==> src/rtl/ntt_params_pkg.sv <==
// Shared NTT datapath constants, consumed by the oka multiplier and the Barrett reducer.
package ntt_params_pkg;
  localparam int unsigned         NTT_WI = 32;
  localparam int unsigned         NTT_WT = 8;
  localparam logic [NTT_WI-1:0]   NTT_Q  = 32'hC000_0001;
  localparam logic [NTT_WI:0]     NTT_MU = 33'd5726623059;
endpackage

==> src/rtl/mod_csub.sv <==
// Conditional modular subtract: r >= Q ? r - Q : r, result truncated to WO bits.
module mod_csub #(
  parameter int unsigned W  = 34,
  parameter int unsigned WO = 34,
  parameter logic [W-1:0] Q = '0
) (
  input  logic [W-1:0]  r_i,
  output logic [WO-1:0] r_o
);
  always_comb begin
    if (r_i >= Q) r_o = WO'(r_i - Q);
    else          r_o = WO'(r_i);
  end
endmodule

==> src/rtl/barrett_reduce_pipe.sv <==
// Three-stage Barrett reducer: iProd mod Q with a valid/ready handshake and a tag sideband.
module barrett_reduce_pipe
  import ntt_params_pkg::*;
#(
  parameter int unsigned  wI = NTT_WI,
  parameter int unsigned  wO = 2*NTT_WI,
  parameter logic [wI-1:0] Q  = NTT_Q,
  parameter logic [wI:0]   MU = NTT_MU,
  parameter int unsigned  wT = NTT_WT
) (
  input  logic          iClk,
  input  logic          iRst,
  input  logic          iValid,
  output logic          oReady,
  input  logic [wO-1:0] iProd,
  input  logic [wT-1:0] iTag,
  output logic          oValid,
  input  logic          iReady,
  output logic [wI-1:0] oRes,
  output logic [wT-1:0] oTag
);
  logic ld1, ld2, ld3;
  logic v1_q, v2_q, v3_q;

  // Only q2 >> (wI+1) and the low wI+2 product bits are ever consumed, so only those are kept.
  logic [wI:0]   q3_d,    q3_q;
  logic [wI+1:0] prod1_d, prod1_q;
  logic [wT-1:0] tag1_q;
  logic [wI+1:0] r2_d,    r2_q;
  logic [wT-1:0] tag2_q;
  logic [wI+1:0] c1;
  logic [wI-1:0] res3_d,  res3_q;
  logic [wT-1:0] tag3_q;

  assign ld3    = !v3_q | iReady;
  assign ld2    = !v2_q | ld3;
  assign ld1    = !v1_q | ld2;
  assign oReady = ld1;

  always_comb begin
    q3_d    = (wI+1)'(((wO+2)'(iProd >> (wI-1)) * (wO+2)'(MU)) >> (wI+1));
    prod1_d = iProd[wI+1:0];
    r2_d    = prod1_q - ((wI+2)'(q3_q) * (wI+2)'(Q));
  end

  mod_csub #(.W(wI+2), .WO(wI+2), .Q({2'b00, Q})) u_csub0 (.r_i(r2_q), .r_o(c1));
  mod_csub #(.W(wI+2), .WO(wI),   .Q({2'b00, Q})) u_csub1 (.r_i(c1),   .r_o(res3_d));

  always_ff @(posedge iClk or posedge iRst) begin
    if (iRst) begin
      v1_q    <= 1'b0;
      v2_q    <= 1'b0;
      v3_q    <= 1'b0;
      q3_q    <= '0;
      prod1_q <= '0;
      tag1_q  <= '0;
      r2_q    <= '0;
      tag2_q  <= '0;
      res3_q  <= '0;
      tag3_q  <= '0;
    end else begin
      if (ld1) v1_q <= iValid;
      if (ld2) v2_q <= v1_q;
      if (ld3) v3_q <= v2_q;
      if (ld1 && iValid) begin
        q3_q    <= q3_d;
        prod1_q <= prod1_d;
        tag1_q  <= iTag;
      end
      if (ld2 && v1_q) begin
        r2_q   <= r2_d;
        tag2_q <= tag1_q;
      end
      if (ld3 && v2_q) begin
        res3_q <= res3_d;
        tag3_q <= tag2_q;
      end
    end
  end

  assign oValid = v3_q;
  assign oRes   = res3_q;
  assign oTag   = tag3_q;
endmodule
==> config.mk <==
export PLATFORM = sky130hd
export DESIGN_NAME = barrett_reduce_pipe
export DESIGN_NICKNAME = d
export VERILOG_FILES = /design/src/rtl/ntt_params_pkg.sv /design/src/rtl/mod_csub.sv /design/src/rtl/barrett_reduce_pipe.sv
export SDC_FILE = /design/constraint.sdc
export NUM_CORES = 2
export LEC_CHECK = 0
export ABC_AREA = 1
export BUFFER_PORTS_ARGS = -buffer_cell sky130_fd_sc_hd__buf_2
export CORE_MARGIN = 4
export CORE_UTILIZATION = 30
export DETAILED_ROUTE_END_ITERATION = 8
export HOLD_SLACK_MARGIN = 0.15
export PLACE_DENSITY_LB_ADDON = 0.25
export SYNTH_ARGS = -nofsm -noshare
export SYNTH_HDL_FRONTEND = slang
export SYNTH_SLANG_ARGS = --single-unit
==> constraint.sdc <==
create_clock -name iClk -period 5.75 [get_ports iClk]
set_input_delay 0.575 -clock iClk [delete_from_list [all_inputs] [get_ports iClk]]
set_output_delay 0.575 -clock iClk [all_outputs]
set_load 0.02 [all_outputs]
=== Word level (Yosys, flattened, before mapping) ===
Index checks and enable logic that the tools add are counted.

* Output and inout port bits: 42
* Register bits after elaboration: 160

* Multiply operators: 2
* Magnitude comparators: 2
* Bitwise logic cells: 3
* Mux-type cells: 2
* Add/subtract/negate cells: 3
* Reduce and logical (&&, ||, !) cells: 6

{| class="wikitable"
|+ Operators with widths
! kind !! count
|-
| $ge 34x32->1 const B || 2
|-
| $mul 33x33->66 const B || 1
|-
| $mul 33x32->34 const B || 1
|-
| $mux 34 || 1
|-
| $sub 34x32->34 const B || 1
|-
| $sub 34x34->34 || 1
|-
| $mux 32 || 1
|-
| $sub 32x32->32 const B || 1
|-
| $logic_and 1x1->1 || 3
|-
| $logic_not 1->1 || 3
|-
| $or 1x1->1 || 3
|}

=== Depth between registers and ports, before layout ===
* Depth in word-level cells: 5
* Mapped depth: 33
* Depth with buffers taken out: 32

=== Modules after synthesis ===
A second synthesis with hierarchy kept.

* Cell total of the unflattened synthesis: 4231
* Area, all modules: 32829.0 µm²

{| class="wikitable"
|+ Modules (own cells, without submodules)
! module !! area each (µm²) !! cells an instance !! instances
|-
| barrett_reduce_pipe || 29862.4 || 3606 || 1
|-
| mod_csub at u_csub0 || 1500.2 || 332 || 1
|-
| mod_csub at u_csub1 || 1466.4 || 293 || 1
|}

=== Worst setup path before layout ===
No wires, ideal clock.

* Path kind: input -> register
* Start point: input iProd[36]
* End point: register q3_q[25]
* Data arrival time: 6414 ps
* Stages on the path: 28
* Path slack: -746 ps
* Setup time: 82 ps
* Cells stage by stage: ha_1 xnor2_1 inv_1 ha_1 or2_2 fa_1 inv_1 fa_1 inv_1 fa_1 fa_1 fa_1 inv_1 fa_1 inv_1 ha_1 nand2_1 inv_1 a21oi_1 o21ai_0 a21oi_1 o21ai_0 a21oi_1 inv_1 nand2_1 o211ai_1 or2_2 a31oi_1

* Word-level cells in the longest chain between the ends: 1

{| class="wikitable"
|+ RTL lines
! element !! RTL line !! text
|-
| from (decl) || barrett_reduce_pipe.sv:15 || <nowiki>input logic [wO-1:0] iProd,</nowiki>
|-
| $mul 33x33->66 || barrett_reduce_pipe.sv:41 || <nowiki>q3_d = (wI+1)'(((wO+2)'(iProd >> (wI-1)) * (wO+2)'(MU)) >> (wI+1));</nowiki>
|-
| to (signal assigned) || barrett_reduce_pipe.sv:66 || <nowiki>q3_q <= q3_d;</nowiki>
|-
| to (decl) || barrett_reduce_pipe.sv:26 || <nowiki>logic [wI:0] q3_d, q3_q;</nowiki>
|}

No other way between the ends.
A chain may end at the register's enable or synchronous reset.

=== Worst setup path in the final report ===
* Start point: input iProd[40]
* End point: register q3_q[8]

The elaborated chain is that of the path after synthesis.

==> results.md <==
* Max-cap violations at 0
* Ys async rst share at 100.0%
* Total track usage at 18.93%
* Post-synth EDFFs at 0
* Vias in the first global route at 27,820
* Period utilization at 105.3%
* Synth area leader: fa_1
* H-tree depth at 4
* R2R depth at 25
* Area growth, synth to finish at 30.16%
* Tmin final at 6053 ps
* Violations in the final reports: negative setup slack
* Post-DP HPWL at 89,420 um
* Maximum fanout along the worst path at 5
* Most common flop cell mapped by yosys: dfrtp_1
* IO buf count at 117
* Worst Hold Slack at 169.1 ps
* # placed instances at 5,744
* Post-DR wirelength/cell at 17.54 um
* RSZ-0062 raised after global routing: yes
* Seq/Total Area, Yosys at 12.84%
* Share of cells above drive strength 1 at 26.52%
* Largest net degree at the start of global routing at 58
* Final setup violating endpoints at 32
* Slew HR at 49.28%
* CP top delay family: adder cells
* CP Depth at 26
* Synth top cells by count: inv_1 (879), nand2_1 (774), ha_1 (549)
* Worst Tran Pin Value at 759.9 ps
* Initial antenna violation count at 1
* I/O pin cnt at 118
* Clk_lat worst skew at 460 ps
* Placeable Area at 102,500 um2
* Clock Root Buffer: clkbuf_16
* Worst Setup Start Kind: input port
* Register cell area after layout at 4004 um2
* Fin Setup TNS at -5770 ps
* Yosys cell types at 47
* Synth Net Count at 4,872
* Post-synth top area share at 26.46%
* Die area at 109,100 um2
* Routability cong. at 0.9659
* Register bit count reported by yosys at 160
* CTS Buf Count at 17
* Status: complete, but fails checks
* Longest Clk Path Bufs at 2
* Core Rows at 117
* Slew Limit Fails at 0
* CP endpoint kind: register
* Fin cells at 5,815
* Vias per Instance at 4.531
* DRT antenna net count at 0
* Utilization after layout at 39.60%
* Worst Path Required at 6070 ps
* WS Path Type: input port to register
* Total Routed Length at 102,000 um
* Worst path max stage delay at 560 ps
* CTS tree: yes
* Mean post-synth cell area at 8.129 um2
* WP buf/inv at 7
* Top post-synthesis cells by area: fa_1 (26%), ha_1 (22%), dfrtp_1 (13%)
* Syn. warnings at 0
* CTS sink cnt at 160
* Die W at 330.4 um
* Post-route setup slack at -302.6 ps
* Count leader, synth: inv_1
* DR iter-0 viols at 1,350
* Synthesized instance count at 3,835
* Die height at 330.4 um
* First-pass GRT wire length at 158,600 um
* First-pass iteration count of the detailed router at 5
* DRC violations left at 0
* Critical path's slowest cell: fa_2
* Critical Path AT at 6370 ps
* Starting density of the core at 30.42%
* Nets at 5,470
* Congestion Overflow GR at 0
* Layout Skew at 9.409 ps
* Max Clk Rate at 165.2 MHz
* Multi-input gate area at 26,230 um2
* Mapped cell area at 31,170 um2
* Via count at 26,350
* CTS clk-pin slew, worst paths at 70 ps
* Worst Hold Class: input port to async pin
* Final hold vios at 0
* Fillers at 10,550
==> layer usage <==
layer | GRT usage, % | wire length (um)
met3 | 1.377 | 2600
met5 | 0 | 0
met2 | 33.61 | 50170
met4 | 4.607 | 2414
met1 | 25.10 | 46810
==> cells in the final DEF, fill, tap and decap left out, types with 95 or more instances in the layout <==
cell type	n
inv_1	807
nand2_1	738
buf_4	503
ha_1	455
fa_1	367
nor2_1	196
dfrtp_1	160
nand3_1	124
o21ai_0	113
buf_2	95
==> flip-flops by register name, summed over array words and instances, names as in the netlist <==
| register | cells |
|---|---|
| v1_q | 1 |
| prod1_q | 34 |
| r2_q | 34 |
| oValid | 1 |
| oRes | 32 |
| q3_q | 33 |
| v2_q | 1 |
| tag1_q | 8 |
| tag2_q | 8 |
| oTag | 8 |
==> cell families (layout without fill, tap and decap cells) <==
logic type,count (synthesis),after routing,synth area share (%)
flip-flops,160,160,12.84
buffers and inverters,943,1554,11.69
AND/OR/NAND/NOR,1289,1289,17.21
AO/OA/AOI/OAI,369,369,6.570
adder cells (fa/ha/maj),961,961,48.49
XOR/XNOR,113,113,3.199
other,0,1,0
==> worst paths after layout <==
kind | from | to | slack (ps)
worst min-delay path | iRst | oRes[8]$_DFFE_PP0P_ | 170
max in group asynchronous | iRst | q3_q[9]$_DFFE_PP0P_ | 4440
worst min register to register | tag1_q[3]$_DFFE_PP0P_ | tag2_q[3]$_DFFE_PP0P_ | 470
min in group iClk | iTag[0] | tag1_q[0]$_DFFE_PP0P_ | 310
worst max-delay path | iProd[40] | q3_q[8]$_DFFE_PP0P_ | -300
worst max register to register | q3_q[0]$_DFFE_PP0P_ | r2_q[29]$_DFFE_PP0P_ | 920
==> area by class of cell <==
cell class / instances / area share (%)
clock buffer: 18 / 1.082
timing repair buffer: 631 / 11.49
clock inverter: 14 / 0.4255
antenna: 1 / 0.006167
multi-input combinational: 2732 / 64.64
sequential: 160 / 9.867
tap: 1368 / 4.218
inverter: 891 / 8.270
==> repair_timing <==
| action | in CTS | in global routing |
|---|---|---|
| resized for setup | 324 | 179 |
| pin swaps | 156 | 129 |
| hold buffers | 0 | 0 |
| buffers inserted | 24 | 19 |
| setup endpoints to repair | 33 | 33 |
==> per-stage QoR <==
| step | setup slack [ps] | cell area (um2) |
|---|---|---|
| finish | -302.6 | 40580 |
| global route | -499.0 | 40570 |
| CTS | -333.1 | 39720 |
| detailed placement | -1094 | 37670 |
| global placement | -1146 | 37670 |
| floorplan | -327.7 | 32080 |
Power is left out: the tool's default activity adds up to more than one toggle a clock period on the data nets, which glitch-free logic cannot reach.
